--- src/rtl/ppt_multi_channel.sv ---
// ppt_multi_channel: N_CH independent pulse-train generators sharing one
// power-of-two prescaler tick, with shadowed configuration and count readback.
module ppt_multi_channel #(
    parameter int N_CH    = 4,
    parameter int CNT_W   = 14,
    parameter int BURST_W = 8,
    parameter int DIV_W   = 5,
    localparam int CH_W   = (N_CH > 1) ? $clog2(N_CH) : 1
) (
    input  logic               clk_i,
    input  logic               rst_i,
    input  logic [DIV_W-1:0]   div_sel_i,
    input  logic               cfg_wr_i,
    input  logic [CH_W-1:0]    cfg_ch_i,
    input  logic [1:0]         cfg_sel_i,
    input  logic [CNT_W-1:0]   cfg_data_i,
    input  logic [N_CH-1:0]    start_i,
    input  logic [N_CH-1:0]    stop_i,
    input  logic [CH_W-1:0]    rd_ch_i,
    output logic [N_CH-1:0]    pulse_out_o,
    output logic [N_CH-1:0]    busy_o,
    output logic [N_CH-1:0]    done_o,
    output logic [BURST_W-1:0] rd_count_o
);

    localparam int PS_W = (1 << DIV_W) - 1;

    typedef enum logic [2:0] {IDLE, DELAY, HIGH, LOW, DONE} state_e;

    logic [PS_W-1:0]    prescale_q;
    logic [PS_W-1:0]    tickMask;
    logic               tick;

    logic [CNT_W-1:0]   shPeriod_q [N_CH];
    logic [CNT_W-1:0]   shWidth_q  [N_CH];
    logic [CNT_W-1:0]   shDelay_q  [N_CH];
    logic [BURST_W-1:0] shBurst_q  [N_CH];
    logic [BURST_W-1:0] countArr   [N_CH];

    // The counter is as wide as the largest div_sel, so large selects simply saturate.
    assign tickMask = ~({PS_W{1'b1}} << div_sel_i);
    assign tick     = &(prescale_q | ~tickMask);

    always_ff @(posedge clk_i) begin
        if (rst_i) begin
            prescale_q <= '0;
        end else begin
            prescale_q <= prescale_q + PS_W'(1);
        end
    end

    always_ff @(posedge clk_i) begin
        if (rst_i) begin
            for (int i = 0; i < N_CH; i++) begin
                shPeriod_q[i] <= '0;
                shWidth_q[i]  <= '0;
                shDelay_q[i]  <= '0;
                shBurst_q[i]  <= '0;
            end
        end else if (cfg_wr_i && (int'(cfg_ch_i) < N_CH)) begin
            case (cfg_sel_i)
                2'd0:    shPeriod_q[cfg_ch_i] <= cfg_data_i;
                2'd1:    shWidth_q[cfg_ch_i]  <= cfg_data_i;
                2'd2:    shDelay_q[cfg_ch_i]  <= cfg_data_i;
                default: shBurst_q[cfg_ch_i]  <= cfg_data_i[BURST_W-1:0];
            endcase
        end
    end

    for (genvar g = 0; g < N_CH; g++) begin : g_ch
        state_e             state_q, state_d;
        logic [CNT_W-1:0]   period_q, width_q, delay_q;
        logic [BURST_W-1:0] burst_q;
        logic [CNT_W-1:0]   timer_q, timer_d;
        logic [BURST_W-1:0] count_q, count_d;
        logic               pulse_q, busy_q, done_q;
        logic               pulse_d, busy_d, done_d;
        logic [CNT_W-1:0]   selPeriod, selWidth, selDelay;
        logic [CNT_W-1:0]   hiLen, loLen;
        logic               startOk, newPeriod, periodEnd;

        // On an accepted start the shadow values steer the transition before they land in the active regs.
        assign startOk   = start_i[g] && !stop_i[g] && ((state_q == IDLE) || (state_q == DONE));
        assign selPeriod = startOk ? shPeriod_q[g] : period_q;
        assign selWidth  = startOk ? shWidth_q[g]  : width_q;
        assign selDelay  = startOk ? shDelay_q[g]  : delay_q;
        assign hiLen     = (selWidth >= selPeriod) ? selPeriod : selWidth;
        assign loLen     = selPeriod - hiLen;

        always_ff @(posedge clk_i) begin
            if (rst_i) begin
                state_q  <= IDLE;
                timer_q  <= '0;
                count_q  <= '0;
                period_q <= '0;
                width_q  <= '0;
                delay_q  <= '0;
                burst_q  <= '0;
                pulse_q  <= 1'b0;
                busy_q   <= 1'b0;
                done_q   <= 1'b0;
            end else begin
                state_q <= state_d;
                timer_q <= timer_d;
                count_q <= count_d;
                pulse_q <= pulse_d;
                busy_q  <= busy_d;
                done_q  <= done_d;
                if (startOk) begin
                    period_q <= shPeriod_q[g];
                    width_q  <= shWidth_q[g];
                    delay_q  <= shDelay_q[g];
                    burst_q  <= shBurst_q[g];
                end
            end
        end

        always_comb begin
            state_d   = state_q;
            timer_d   = timer_q;
            count_d   = count_q;
            newPeriod = 1'b0;
            periodEnd = 1'b0;
            if (stop_i[g]) begin
                state_d = IDLE;
            end else if (startOk) begin
                count_d = '0;
                if (selPeriod == '0) begin
                    state_d = DONE;
                end else if (selDelay != '0) begin
                    state_d = DELAY;
                    timer_d = selDelay;
                end else begin
                    newPeriod = 1'b1;
                end
            end else if (tick) begin
                case (state_q)
                    DELAY: begin
                        if (timer_q == CNT_W'(1)) newPeriod = 1'b1;
                        else timer_d = timer_q - CNT_W'(1);
                    end
                    HIGH: begin
                        if (timer_q != CNT_W'(1)) begin
                            timer_d = timer_q - CNT_W'(1);
                        end else if (loLen != '0) begin
                            state_d = LOW;
                            timer_d = loLen;
                        end else begin
                            periodEnd = 1'b1;
                        end
                    end
                    LOW: begin
                        if (timer_q != CNT_W'(1)) timer_d = timer_q - CNT_W'(1);
                        else periodEnd = 1'b1;
                    end
                    default: ;
                endcase
            end
            if (periodEnd) begin
                if ((burst_q != '0) && (count_q == burst_q)) state_d = DONE;
                else newPeriod = 1'b1;
            end
            // A zero-width pulse still opens a counted period, spent entirely in LOW.
            if (newPeriod) begin
                count_d = count_d + BURST_W'(1);
                if (hiLen != '0) begin
                    state_d = HIGH;
                    timer_d = hiLen;
                end else begin
                    state_d = LOW;
                    timer_d = loLen;
                end
            end
        end

        always_comb begin
            pulse_d = (state_d == HIGH);
            busy_d  = (state_d == DELAY) || (state_d == HIGH) || (state_d == LOW);
            done_d  = done_q;
            if (startOk) done_d = 1'b0;
            if ((state_d == DONE) && ((state_q != DONE) || startOk)) done_d = 1'b1;
        end

        assign pulse_out_o[g] = pulse_q;
        assign busy_o[g]      = busy_q;
        assign done_o[g]      = done_q;
        assign countArr[g]    = count_q;
    end

    assign rd_count_o = (int'(rd_ch_i) < N_CH) ? countArr[rd_ch_i] : '0;

endmodule
--- config.mk ---
export PLATFORM = sky130hd
export DESIGN_NAME = ppt_multi_channel
export DESIGN_NICKNAME = d
export VERILOG_FILES = /design/src/rtl/ppt_multi_channel.sv
export SDC_FILE = /design/constraint.sdc
export NUM_CORES = 1
export LEC_CHECK = 0
export ABC_AREA = 1
export CORE_ASPECT_RATIO = 0.5
export CORE_MARGIN = 10
export CORE_UTILIZATION = 42
export DETAILED_ROUTE_END_ITERATION = 8
export GPL_TIMING_DRIVEN = 0
export PLACE_DENSITY_LB_ADDON = 0.2
export SETUP_SLACK_MARGIN = 0.3
export SLEW_MARGIN = 40
export SYNTH_ARGS = -nofsm -noshare
export SYNTH_HDL_FRONTEND = slang
export SYNTH_SLANG_ARGS = --single-unit
--- constraint.sdc ---
create_clock -name clk_i -period 20.4 [get_ports clk_i]
set_input_delay 4.08 -clock clk_i [delete_from_list [all_inputs] [get_ports clk_i]]
set_output_delay 4.08 -clock clk_i [all_outputs]
set_load 0.02 [all_outputs]
==> impl_metrics.py <==
metrics = {
    "yosys": {
        "ys_warn_count": 0,
        "netlist_instances": 4251,
        "async_flop_share": 0,
        "synth_area_mm2": 0.03092,
        "synth.distinct_cells": 66,
        "synthFlopType": "dfxtp_1",
        "synth_top_area_frac": 0.2221,
        "ys_seq_area_frac": 0.4163,
        "syn-num-nets": 4404,
        "syn_area_per_cell_um2": 7.274,
        "synth_seq_cells": 543,
        "synth_edf_count": 200,
        "synth_area_leaders": "dfxtp_1 22%, edfxtp_1 19%, nand2_1 9.1%",
        "yosysTopAreaCell": "dfxtp_1",
    },
    "critical_path": {
        "crit_type": "input pin to flop",
        "path_max_fanout": 10,
        "cpMaxStageDelayCell": "clkdlybuf4s50_1",
        "crit_family": "simple AND/OR/NAND/NOR gates",
        "worst_path_most_repeated_cell": "nand2_1",
        "crit_buf_inv": 12,
        "required_ns": 20.95,
        "rrSetupSlack_ns": 10.97,
        "max_stage_delay_ns": 0.46,
        "setup.worst_path.start_class": "input pin",
        "crit_arrival_ns": 13.35,
        "end_kind": "flop",
    },
    "route": {
        "dr.pass1.iters": 7,
        "detail_route.iter0.violations": 3025,
        "antenna_left": 0,
        "wl_um": 104800,
        "drc_errors": 0,
        "drt-vias-per-instance": 5.359,
        "routedWlPerCell_um": 19.50,
        "vias": 28800,
    },
    "grt": {
        "grt_pass1_wl_um": 158500,
        "grtUsageTotal": 0.2378,
        "grt_max_degree": 16,
        "overflow": 0,
        "grt_pass1_vias": 26710,
        "antenna_found_initial": 4,
    },
    "placed_design": {
        "dp.cells": 5278,
        "pre_cts_ws_ns": 7.118,
        "dp_hpwl_um": 79830,
        "portBuffers": 53,
        "postPlaceCellArea_mm2": 0.03276,
        "place.gp.congestion": 0.9441,
    },
    "pwr": {
        "power_leakage_nw": 15.00,
        "pwr_density_cell_mw_per_mm2": 93.93,
        "ir_drop_uv": 56.75,
    },
    "timing": {
        "period_share": 0.6278,
        "drv_slew": 0,
        "fin_skew_ns": 0.03096,
        "rsz0062_at_grt": "false",
        "setup-tns-final_ns": 0,
        "hold_violations": 0,
        "fmax_mhz": 78.08,
        "finalSetupViolCount": 0,
        "relSlewSlack": 0.4371,
        "tightest_slew_ns": 0.8355,
        "fin_ws_ns": 7.593,
        "fin_crit_ns": 12.81,
    },
    "cts": {
        "cts_made_buffers": 52,
        "postCtsResizedCells": 0,
        "clock_latency_ns": 0.65,
        "path_clk_slew_ns": 0.07,
        "post-cts-setup-buffers": 0,
        "root_buffer": "clkbuf_16",
        "clock_sinks": 543,
        "hold_buffers": 0,
        "htree_num_levels": 2,
        "cts_max_path_buffers": 3,
        "cts_tree": "built",
    },
    "run_status": {
        "outcome": "finished clean",
    },
    "final_layout": {
        "final_util": 0.4730,
        "final_cell_mix": "747 x nand2_1, 708 x nor2_1, 555 x inv_1",
        "nFillCells": 7338,
        "stdcell_count": 5375,
        "final_layout_size_suffix_gt1_frac": 0.06473,
        "final_common_cell": "nand2_1",
        "area_delta_synth_final_pct": 11.61,
        "design_area_mm2": 0.03451,
        "finalNetCount": 4513,
        "diodes": 0,
    },
    "floorplan": {
        "start_util": 0.4238,
        "core_area_mm2": 0.07296,
        "die_y_um": 211.9,
        "ios": 56,
        "die-area_mm2": 0.08553,
        "die-width_um": 403.7,
        "std_cell_rows": 70,
    },
    "run": {
        "maxCapViolCount": 0,
    },
    "hold_path": {
        "min_path_type": "flop to flop",
    },
}
[layout make-up]
| class | instances | area (um2) | area share |
|---|---|---|---|
| Buffer | 181 | 848.3 | 0.02458 |
| Clock buffer | 68 | 1411 | 0.04090 |
| Clock inverter | 29 | 336.6 | 0.009753 |
| Inverter | 577 | 2171 | 0.06290 |
| Multi-Input combinational cell | 2950 | 15070 | 0.4367 |
| Sequential cell | 543 | 12870 | 0.3730 |
| Tap cell | 972 | 1216 | 0.03524 |
| Timing Repair Buffer | 55 | 585.6 | 0.01697 |
[worst paths after layout]
path,start,end,depth (start not counted)
max,start_i[3],g_ch[3].timer_q[4]$_SDFFE_PP0P_,41
min,prescale_q[0]$_SDFF_PP0_,prescale_q[0]$_SDFF_PP0_,1
max reg2reg,g_ch[3].state_q[1]$_SDFF_PP0_,g_ch[3].timer_q[4]$_SDFFE_PP0P_,41
min reg2reg,prescale_q[0]$_SDFF_PP0_,prescale_q[0]$_SDFF_PP0_,1
[state kept, by name (all words and copies together), names as in the netlist, 12 cells and up]
register,cells
g_ch.timer_q,56
g_ch.period_q,56
g_ch.width_q,56
shBurst_q,32
g_ch.count_q,32
prescale_q,31
shDelay_q,56
shWidth_q,56
g_ch.delay_q,56
g_ch.burst_q,32
shPeriod_q,56
g_ch.state_q,12
[worst register-to-register path, delay by kind of cell, from the launching register on]
family | cells | cell delay [ns]
flip-flops | 1 | 0.35
adder cells (fa/ha/maj) | 2 | 0.81
AND/OR/NAND/NOR | 18 | 3.39
buffers and inverters | 11 | 2.70
AO/OA/AOI/OAI | 9 | 1.89
XOR/XNOR | 1 | 0.22
[cells in the mapped netlist, drive strengths merged (34+ instances only)]
cell,n
a21oi,214
buf,34
clkbuf,147
dfxtp,343
edfxtp,200
ha,113
inv,571
nand2,781
nand3,144
nand4,82
nor2,722
nor3,75
nor4,44
o21ai,481
or2,60
xor2,51
[metal layers]
metal | up-vias | share of wire | global-route usage
met5 | - | 0 | 0
met4 | 0 | 0.028 | 0.06943
met3 | 184 | 0.070 | 0.03163
met2 | 943 | 0.44 | 0.3849
met1 | 13540 | 0.46 | 0.3296
li1 | 14130 | - | -
[kinds of logic after synthesis]
group                      count (synthesis)  synth area share
adders and majority gates                117           0.04832
AOI/OAI and AO/OA                        817            0.1437
xor gates and xnor gates                  81           0.02294
buffers and inverters                    758           0.09631
DFF                                      543            0.4163
muxes                                      6          0.001942
and+or+nand+nor                         1929            0.2705
[stage by stage]
stage | hold WS (ns) | total power [mW]
after floorplan | 0.4173 | 1.937
after global placement | 0.4413 | 2.207
after detailed placement | 0.4498 | 2.221
after CTS | 0.4636 | 3.236
after global routing | 0.4928 | 3.427
final | 0.4621 | 3.242
[where the power goes]
group / switching, mW / internal [mW] / leakage [nW] / total (mW)
clock: 0.456 / 0.568 / 0.855 / 1.02
sequential: 0.0292 / 1.18 / 4.71 / 1.21
combinational: 0.691 / 0.314 / 9.44 / 1.01
(Power assumes the default switching activity.)
